## src/rtl/reg_write_arbiter.sv

```systemverilog
// Register-file write-port arbiter: write-back first, aux results queue and drain into idle cycles, forced drain after MAX_WAIT.
// Port outputs are combinational (0-cycle wb, 1-cycle aux); aux_ready drops when full. Optional REG_WRITE_ARBITER_BYPASS_EN.
module reg_write_arbiter #(
    parameter int DEPTH    = 4,
    parameter int MAX_WAIT = 8
) (
    input  logic        clk,
    input  logic        reset,
    input  logic        wb_valid,
    input  logic [4:0]  wb_reg,
    input  logic [31:0] wb_data,
    output logic        wb_stall,
    input  logic        aux_valid,
    input  logic [4:0]  aux_reg,
    input  logic [31:0] aux_data,
    output logic        aux_ready,
    output logic        rf_we,
    output logic [4:0]  rf_waddr,
    output logic [31:0] rf_wdata,
    output logic        busy,
    output logic [31:0] pending_mask
);
    localparam int PW = (DEPTH > 1) ? $clog2(DEPTH) : 1;
    localparam int CW = $clog2(DEPTH + 1);
    localparam int WW = $clog2(MAX_WAIT + 1);
    localparam logic [CW-1:0] DEPTH_C = CW'(DEPTH);
    localparam logic [WW-1:0] MAX_C   = WW'(MAX_WAIT);

    logic [4:0]       q_reg  [DEPTH];
    logic [31:0]      q_data [DEPTH];
    logic [DEPTH-1:0] live, live_next, kill;
    logic [PW-1:0]    head, tail;
    logic [CW-1:0]    count;
    logic [WW-1:0]    wait_cnt;

    logic head_live, head_dead, force_drain, wb_req, aux_hs;
    logic pop, push, kill_en, bypass;

    always_comb begin
        head_live   = (count != '0) && live[head];
        head_dead   = (count != '0) && !live[head];
        force_drain = head_live && (wait_cnt == MAX_C);
        wb_req      = wb_valid && (wb_reg != 5'd0);
        aux_ready   = (count < DEPTH_C);
        aux_hs      = aux_valid && aux_ready;

        rf_we    = 1'b0;
        rf_waddr = 5'd0;
        rf_wdata = 32'd0;
        wb_stall = 1'b0;
        pop      = 1'b0;
        kill_en  = 1'b0;
        bypass   = 1'b0;

        if (force_drain) begin
            rf_we    = 1'b1;
            rf_waddr = q_reg[head];
            rf_wdata = q_data[head];
            wb_stall = 1'b1;
            pop      = 1'b1;
        end else if (wb_req) begin
            rf_we    = 1'b1;
            rf_waddr = wb_reg;
            rf_wdata = wb_data;
            kill_en  = 1'b1;
            pop      = head_dead;
        end else if (head_live) begin
            rf_we    = 1'b1;
            rf_waddr = q_reg[head];
            rf_wdata = q_data[head];
            pop      = 1'b1;
        end else begin
            pop = head_dead;
`ifdef REG_WRITE_ARBITER_BYPASS_EN
            if ((count == '0) && aux_hs && (aux_reg != 5'd0)) begin
                rf_we    = 1'b1;
                rf_waddr = aux_reg;
                rf_wdata = aux_data;
                bypass   = 1'b1;
            end
`endif
        end

        // An aux result racing a younger write-back to the same register is stale on arrival.
        push = aux_hs && (aux_reg != 5'd0) && !bypass && !(kill_en && (aux_reg == wb_reg));
    end

    always_comb begin
        kill = '0;
        for (int i = 0; i < DEPTH; i++) begin
            kill[i] = kill_en && live[i] && (q_reg[i] == wb_reg);
        end
        live_next = live & ~kill;
        if (pop) live_next[head] = 1'b0;
        if (push) live_next[tail] = 1'b1;
    end

    always_comb begin
        pending_mask = '0;
        for (int i = 0; i < DEPTH; i++) begin
            if (live[i]) pending_mask[q_reg[i]] = 1'b1;
        end
        pending_mask[0] = 1'b0;
        busy = (count != '0);
    end

    always_ff @(posedge clk or posedge reset) begin
        if (reset) begin
            head     <= '0;
            tail     <= '0;
            count    <= '0;
            live     <= '0;
            wait_cnt <= '0;
        end else begin
            live <= live_next;
            if (pop) head <= head + 1'b1;
            if (push) tail <= tail + 1'b1;
            case ({push, pop})
                2'b10:   count <= count + 1'b1;
                2'b01:   count <= count - 1'b1;
                default: count <= count;
            endcase
            if (pop || (count == '0)) wait_cnt <= '0;
            else if (head_live && (wait_cnt != MAX_C)) wait_cnt <= wait_cnt + 1'b1;
        end
    end

    always_ff @(posedge clk) begin
        if (push) begin
            q_reg[tail]  <= aux_reg;
            q_data[tail] <= aux_data;
        end
    end
endmodule

```

## config.mk

```make
export PLATFORM = sky130hd
export DESIGN_NAME = reg_write_arbiter
export DESIGN_NICKNAME = d
export VERILOG_FILES = /design/src/rtl/reg_write_arbiter.sv
export SDC_FILE = /design/constraint.sdc
export NUM_CORES = 1
export LEC_CHECK = 0
export CORE_MARGIN = 2
export CORE_UTILIZATION = 59
export CTS_BUF_LIST = sky130_fd_sc_hd__clkbuf_4 sky130_fd_sc_hd__clkbuf_8
export CTS_CLUSTER_DIAMETER = 50
export DETAILED_ROUTE_END_ITERATION = 10
export HOLD_SLACK_MARGIN = 0.05
export MAX_ROUTING_LAYER = met4
export PLACE_DENSITY = 0.95
export SYNTH_ARGS = -nofsm -noshare
export SYNTH_HDL_FRONTEND = slang
export SYNTH_SLANG_ARGS = --single-unit
```

## constraint.sdc

```tcl
create_clock -name clk -period 8.25 [get_ports clk]
set_clock_uncertainty 0.05 [all_clocks]
set_input_delay 0.825 -clock clk [delete_from_list [all_inputs] [get_ports clk]]
set_output_delay 0.825 -clock clk [all_outputs]
set_load 0.02 [all_outputs]
```

==> results.json, run 1 <==
{
  "synthesis.nets": 672,
  "multi_input_area_mm2": 0.00302,
  "worstSkewPairLatency_ns": 0.45,
  "drv_cap": 0,
  "grt_pass1_vias": 6067,
  "design.core.area_mm2": 0.0133,
  "rsz0062_at_grt": "false",
  "die_area_mm2": 0.0147,
  "setup_viol": 0,
  "synthDistinctLibCells": 42,
  "vias_per_cell": 6.74,
  "yosysTopAreaCell": "edfxtp_1",
  "fill_cells": 786,
  "total_power_uw": 2890,
  "cts_root_buf": "clkbuf_8",
  "power_frac_seq": 0.403,
  "drv_slew": 0,
  "slowest_stage": "clkdlybuf4s50_1",
  "ir_worst_vdd_uv": 183,
  "async_flop_share": 0.0920,
  "endpoint_kind": "output port",
  "nets": 796,
  "ant_nets": 0,
  "cts_resized": 0,
  "tightest_slew_ns": 1.18,
  "grt_overflow": 0,
  "synth_edf_count": 148,
  "synth_cells": 582,
  "hold_viol": 0,
  "cts_buffers": 17,
  "fin_tns_setup_ns": 0,
  "synth.top_cells.by_count": "edfxtp_1, nor2_1, o22ai_1, mux4_2, a21oi_1",
  "crit_path_cell_trace": "clkdlybuf4s50_1, or4_1, o21a_1, buf_4, a21oi_4, buf_4, o22ai_1, nor2_1, clkdlybuf4s50_1",
  "p_int_uw": 1900,
  "postCtsSetupRepairBufs": 0,
  "grt_max_degree": 55,
  "cts_buffer_depth": 2,
  "grt_usage": 0.320,
  "drt-total-wl_um": 22300,
  "seqCellArea_mm2": 0.00482,
  "ys_seq_area_frac": 0.593,
  "yosys_register_bits": 163,
  "cts_tree": "done",
  "antenna_found_initial": 0,
  "fmax_mhz": 187,
  "critPathKind": "input port to output port",
  "worstPathRequired_ns": 7.38,
  "grt_pass1_wl_um": 33600,
  "drc": 0,
  "antennaDiodeCount": 0,
  "drt-pass1-iter-count": 6,
  "yosysMostFrequentCell": "edfxtp_1",
  "yosys.area.top_type_share": 0.547,
  "leakage_uw": 0.00334,
  "die_h_um": 121,
  "io_buffer_count": 149,
  "switching_share": 0.342,
  "hold_buffers": 0,
  "wl_per_cell_um": 24.9,
  "cp_slowest_stage_delay_ns": 0.67,
  "dp_hpwl_um": 14400,
  "rows": 42,
  "drive_above_1_share": 0.125,
  "power_switching_uw": 991,
  "first_iter_violations": 728,
  "top_level_ports": 151,
  "synth_area_leaders": "edfxtp_1, mux4_2, dfrtp_1, o22ai_1, nor2_1",
  "fin_crit_sh": 0.648,
  "die_width_um": 121,
  "start_util": 0.609,
  "power_frac_comb": 0.368,
  "ctsHtreeMaxLevel": 4,
  "clkTransAtPathRegs_ns": 0.08,
  "synthFlopType": "edfxtp_1",
  "syn_area_mm2": 0.00813,
  "status": "finished, final reports clean",
  "power_density_mw_per_mm2": 286,
  "syn_area_per_cell_um2": 14.0,
  "cp-start-kind": "input port",
  "hold_class": "flop to flop",
  "relSlewSlack": 0.213,
  "place_congestion": 0.904,
  "route.vias.total": 6031,
  "ys_warn_count": 0,
  "path_max_fanout": 54,
  "crit_arrival_ns": 4.47,
  "period_minus_slack_ns": 5.34,
  "p_clk_frac": 0.229,
  "largest_register_ffs": 128,
  "syn_to_final_growth_pct": 24.4,
  "cts_sinks": 163
}
-- per-stage QoR --
step	setup WS [ns]	hold slack, ns	instance area, um^2	cells	utilization
final	2.91	0.446	10100	895	0.757
after CTS	2.97	0.450	10100	895	0.757
after floorplan	4.54	0.404	8130	582	-
after global placement	3.20	0.415	9640	863	0.722
after detailed placement	2.97	0.438	9640	863	0.722
after global routing	2.86	0.483	10100	895	0.757
-- area by class of cell --
class / instances / share of cell area
clock inverters: 12 / 0.0206
repair buffers: 153 / 0.151
multi-input cells: 356 / 0.299
flip-flops and latches: 163 / 0.477
inverters: 15 / 0.00557
clock buffers: 20 / 0.0254
well taps: 176 / 0.0218
-- power by group through the flow --
stage | logic (uW) | clock network (uW) | registers (uW)
floorplan | 763 | 0 | 1100
global placement | 1010 | 0 | 1170
detailed placement | 1040 | 0 | 1180
CTS | 1070 | 668 | 1160
global route | 1140 | 700 | 1180
finish | 1070 | 663 | 1170
-- layout by cell type (no fill, tap or decap), types with 2 or more instances in the layout --
master / count
clkdlybuf4s50_1: 149
edfxtp_1: 148
nor2_1: 53
o22ai_1: 45
mux4_2: 38
a21oi_1: 37
a22oi_1: 18
o221ai_1: 18
clkbuf_8: 17
xnor2_1: 16
xor2_1: 16
inv_1: 15
a221o_1: 13
dfrtp_1: 13
nand3b_1: 12
nand2_1: 12
ha_1: 11
nor3_1: 8
nor3b_1: 8
and3b_1: 6
or3b_2: 6
nand3_1: 6
nand4_1: 5
bufinv_16: 5
and3_1: 4
a32o_1: 4
and2_2: 4
buf_4: 4
clkbuf_4: 3
or4_1: 2
a21oi_4: 2
or3_1: 2
clkinvlp_4: 2
clkinv_4: 2
dfrtp_2: 2
-- worst max-delay path: cells and delay by family --
family | cells | cell delay (ns)
AND/OR/NAND/NOR | 2 | 0.77
AO/OA/AOI/OAI | 3 | 0.75
buffers and inverters | 4 | 2.07
-- final timing paths --
kind / start / to / slack [ns] / cells after the start
min: count[0] / count[0] / 0.45 / 1
max: wb_reg[3] / rf_wdata[10] / 2.91 / 9
max in group asynchronous: reset / head[1] / 7.04 / 2
min in group asynchronous: reset / tail[1] / 0.68 / 2
min reg2reg: count[0] / count[0] / 0.45 / 1
max reg2reg: head[1] / count[2] / 4.27 / 12
-- per-layer routing --
layer | up-vias | track usage | routed length [um]
met3 | 73 | 0.0583 | 2030
met4 | 0 | 0.151 | 852
met5 | - | - | 0
met1 | 2962 | 0.382 | 7910
met2 | 424 | 0.532 | 11500
li1 | 2572 | - | -
-- kinds of logic (layout without fill, tap and decap cells) --
| family | Yosys count | in the layout | synth area share |
|---|---|---|---|
| AOI/OAI and AO/OA | 141 | 141 | 0.123 |
| xor gates and xnor gates | 32 | 32 | 0.0345 |
| adders and majority gates | 12 | 12 | 0.0194 |
| buffers and inverters | 63 | 200 | 0.0357 |
| DFF | 163 | 163 | 0.593 |
| muxes | 40 | 40 | 0.108 |
| other | 1 | 1 | 0.000462 |
| and+or+nand+nor | 130 | 130 | 0.0853 |
(Power assumes the default switching activity.)
==> inputs of run 2 (changes only) <==
- CORE_UTILIZATION: 59 -> 54
- PLACE_DENSITY: 0.95 -> 0.91
- clock period: 8.25 -> 5.53 ns (I/O delays scaled with it)
==> results.json, run 2 (same netlist as run 1, synthesis figures left out) <==
{
  "status": "finished, final reports clean",
  "rsz0062_at_grt": "false",
  "fin_crit_sh": 0.788,
  "r2r-end": "q_data[3][0]",
  "crit_end": "rf_wdata[10]",
  "die_h_um": 127,
  "setup_viol": 0,
  "route.vias.total": 6120,
  "power_density_mw_per_mm2": 419,
  "dp_hpwl_um": 14600,
  "grt_pass1_vias": 5949,
  "ant_nets": 0,
  "cp-start-kind": "input port",
  "largest_register_ffs": 128,
  "cts_sinks": 163,
  "final_common_cell": "clkdlybuf4s50_1",
  "grt_max_degree": 70,
  "first_iter_violations": 695,
  "die_area_mm2": 0.0160,
  "cts_buffers": 17,
  "hold_class": "input port to async pin",
  "crit_arrival_ns": 3.75,
  "antenna_found_initial": 0,
  "vias_per_cell": 6.77,
  "start_util": 0.555,
  "regToRegSetupSlack_ns": 1.98,
  "wl_per_cell_um": 25.1,
  "clkTransAtPathRegs_ns": 0.09,
  "worstPathRequired_ns": 4.93,
  "cts_root_buf": "clkbuf_8",
  "final_cell_mix": "clkdlybuf4s50_1, edfxtp_1, nor2_1",
  "period_minus_slack_ns": 4.36,
  "design.core.area_mm2": 0.0146,
  "hold_viol": 0,
  "die_width_um": 127,
  "cts_buffer_depth": 2,
  "nets": 797,
  "syn_to_final_growth_pct": 23.7,
  "leakage_uw": 0.00332,
  "rows": 44,
  "r2r-start": "wait_cnt[0]",
  "holdWs_ns": 0.383,
  "fmax_mhz": 230,
  "crit_path_start": "wb_reg[0]",
  "grt_overflow": 0,
  "drc": 0,
  "endpoint_kind": "output port",
  "worstSkewPairLatency_ns": 0.47,
  "fin_tns_setup_ns": 0,
  "relSlewSlack": 0.298,
  "drt-total-wl_um": 22700,
  "top_level_ports": 151,
  "io_buffer_count": 149,
  "drv_cap": 0,
  "ctsHtreeMaxLevel": 4,
  "path_max_fanout": 69,
  "critPathKind": "input port to output port",
  "place_congestion": 0.963,
  "drt-pass1-iter-count": 5,
  "hold_buffers": 0,
  "tightest_slew_ns": 1.05,
  "drive_above_1_share": 0.126,
  "grt_pass1_wl_um": 34400,
  "cts_resized": 0,
  "grt_usage": 0.293,
  "postCtsSetupRepairBufs": 0,
  "antennaDiodeCount": 0,
  "cts_tree": "done",
  "reg2reg_depth": 7,
  "ir_worst_vdd_uv": 276,
  "drv_slew": 0
}
run 2: changes by cell type in the layout (fill, tap and decap cells not counted), sizes merged:
cell and delta:
inv +9, bufinv -4, clkbuf -3, clkinv -2, buf +1
run 2: final cells by class:
| class | count | area, um^2 |
|---|---|---|
| repair buffers | 154 | 1530 |
| well taps | 184 | 230 |
| fillers | 927 | 4590 |
| multi-input cells | 356 | 3020 |
| clock buffers | 17 | 234 |
| clock inverters | 15 | 160 |
| flip-flops and latches | 163 | 4820 |
| inverters | 15 | 56.3 |
run 2: where the power goes:
| part | switching (uW) | leakage [uW] | internal, uW | total, uW |
|---|---|---|---|---|
| clock | 494 | 0.000197 | 378 | 872 |
| sequential | 117 | 0.00153 | 1560 | 1680 |
| combinational | 936 | 0.00159 | 723 | 1660 |
| total | 1550 | 0.00332 | 2660 | 4210 |
run 2: metrics by stage:
step | utilization | setup WS [ns] | cells | instance area [um^2] | power [uW]
after floorplan | - | 2.09 | 582 | 8130 | 2780
after global placement | 0.660 | 1.42 | 872 | 9660 | 3240
after detailed placement | 0.660 | 1.26 | 872 | 9660 | 3310
after CTS | 0.686 | 1.22 | 904 | 10100 | 4200
after global routing | 0.686 | 1.06 | 904 | 10100 | 4370
final | 0.686 | 1.17 | 904 | 10100 | 4210
run 2: worst min-delay path by stage:
| stage | endpoint | slack (ns) | depth (start not counted) |
|---|---|---|---|
| after floorplan | count[0] | 0.40 | 1 |
| after global placement | wait_cnt[0] | 0.42 | 1 |
| after detailed placement | wait_cnt[0] | 0.44 | 1 |
| after CTS | wait_cnt[2] | 0.40 | 2 |
| after global routing | count[0] | 0.45 | 2 |
| final | wait_cnt[2] | 0.38 | 2 |
run 2: layer usage:
metal  track usage  routed length [um]  up-vias  share of wire
li1              -                   -     2586              -
met1         0.352                8030     2999           0.35
met2         0.490               11600      454           0.51
met3        0.0713                2220       81          0.098
met4         0.104                 858        0          0.038
met5             -                   0        -              0
run 2: worst max-delay path: stages:
cell and delay (ns):
clkdlybuf4s50_1 0.59, or4_1 0.59, o21a_1 0.22, a21oi_4 0.14
buf_4 0.58, o22ai_1 0.18, nor2_1 0.19, clkdlybuf4s50_1 0.68
==> inputs of run 3 (changes only) <==
- CORE_UTILIZATION: 54 -> 49
- PLACE_DENSITY: 0.91 -> 0.88
- clock period: 5.53 -> 3.6 ns (I/O delays scaled with it)
==> results.json, run 3 (same netlist as run 1, synthesis figures left out) <==
{
  "grt_usage": 0.260,
  "worstPathRequired_ns": 3.19,
  "die_width_um": 133,
  "cts_tree": "done",
  "leakage_uw": 0.00342,
  "fin_tns_setup_ns": 0,
  "cts_buffer_depth": 2,
  "ctsHtreeMaxLevel": 4,
  "cts_sinks": 163,
  "cp-start-kind": "input port",
  "crit_arrival_ns": 3.16,
  "fin_ws_ns": 0.0272,
  "status": "finished, final reports clean",
  "grt-busiest-layer": "met2",
  "antenna_found_initial": 0,
  "grtUsageMet2": 0.425,
  "largest_register_ffs": 128,
  "route.vias.total": 5960,
  "dp_hpwl_um": 14600,
  "fin_crit_sh": 0.992,
  "worstSkewPairLatency_ns": 0.44,
  "clkTransAtPathRegs_ns": 0.09,
  "drc": 0,
  "wl_per_cell_um": 23.2,
  "io_buffer_count": 149,
  "endpoint_kind": "output port",
  "rsz0062_at_grt": "false",
  "hold_class": "input port to async pin",
  "grt_pass1_wl_um": 33600,
  "use_met3": 0.0617,
  "ir_worst_vdd_uv": 378,
  "layoutNonFillerInstCount": 956,
  "tightest_slew_ns": 0.763,
  "postCtsSetupRepairBufs": 0,
  "dp_cells": 924,
  "cts_buffers": 17,
  "die_h_um": 133,
  "grt_overflow": 0,
  "final_cell_mix": "clkdlybuf4s50_1, edfxtp_1, nor2_1",
  "use_met1": 0.319,
  "antennaDiodeCount": 0,
  "syn_to_final_growth_pct": 26.5,
  "ant_nets": 0,
  "grt_pass1_vias": 5960,
  "drv_cap": 0,
  "critPathKind": "input port to output port",
  "grt_max_degree": 41,
  "fmax_mhz": 280,
  "rows": 47,
  "cts_root_buf": "clkbuf_8",
  "top_level_ports": 151,
  "total_power_uw": 6460,
  "relSlewSlack": 0.489,
  "drive_above_1_share": 0.144,
  "drt-pass1-iter-count": 5,
  "power_density_mw_per_mm2": 629,
  "period_minus_slack_ns": 3.57,
  "hold_viol": 0,
  "hold_buffers": 0,
  "drv_slew": 0,
  "die_area_mm2": 0.0176,
  "pre_cts_slack_ns": 0.0786,
  "place_congestion": 0.964,
  "nets": 813,
  "drt-total-wl_um": 22100,
  "design.core.area_mm2": 0.0164,
  "setup_viol": 0,
  "start_util": 0.495,
  "first_iter_violations": 749,
  "path_max_fanout": 18,
  "vias_per_cell": 6.23
}
-- run 3: timing repair --
action                                 4_1_cts  5_1_grt
resized for setup                            0        3
setup endpoints to repair                    0       14
endpoints found under the hold margin        0        0
-- run 3: per-stage QoR --
step	utilization	cell area (um^2)	hold WS, ns
after global routing	0.626	10300	0.286
after floorplan	-	8130	0.211
after detailed placement	0.602	9870	0.442
final	0.626	10300	0.258
after global placement	0.602	9870	0.415
after CTS	0.626	10300	0.251
-- run 3: metal layers --
layer	vias to the layer above	wire length [um]
li1	2601	-
met5	-	0
met3	52	2060
met2	386	11000
met1	2921	8430
met4	0	607
-- run 3: path summary, 6_finish.rpt --
| path | start | to | slack, ns | cells past startpoint |
|---|---|---|---|---|
| setup / recovery | wb_reg[0] | rf_wdata[4] | 0.03 | 8 |
| hold / removal | reset | count[0] | 0.26 | 2 |
| setup reg to reg | wait_cnt[0] | count[1] | 0.77 | 11 |
| hold reg to reg | wait_cnt[0] | wait_cnt[0] | 0.45 | 1 |
| max in group asynchronous | reset | head[1] | 2.80 | 2 |
| min in group clk | wait_cnt[0] | wait_cnt[0] | 0.45 | 1 |
-- run 3: report_power, final --
group / switching [uW] / internal (uW) / leakage [uW] / total, uW
Sequential: 175 / 2390 / 0.00153 / 2570
Combinational: 1430 / 1170 / 0.00170 / 2610
Clock: 666 / 621 / 0.000188 / 1290
-- run 3: critical path, stage by stage --
cell and delay (ns):
clkdlybuf4s50_1 0.47, or4_1 0.56, o21a_2 0.24, a21oi_4 0.32, buf_6 0.24, o22ai_1 0.10, nor2_1 0.19, clkdlybuf4s50_1 0.67
-- run 3: cell type report --
cell class	instances	area [um^2]
Clock buffer	17	234
Multi-Input combinational cell	356	3020
Inverter	15	56.3
Clock inverter	15	156
Tap cell	220	275
Timing Repair Buffer	170	1710
Sequential cell	163	4820
Fill cell	1137	6130
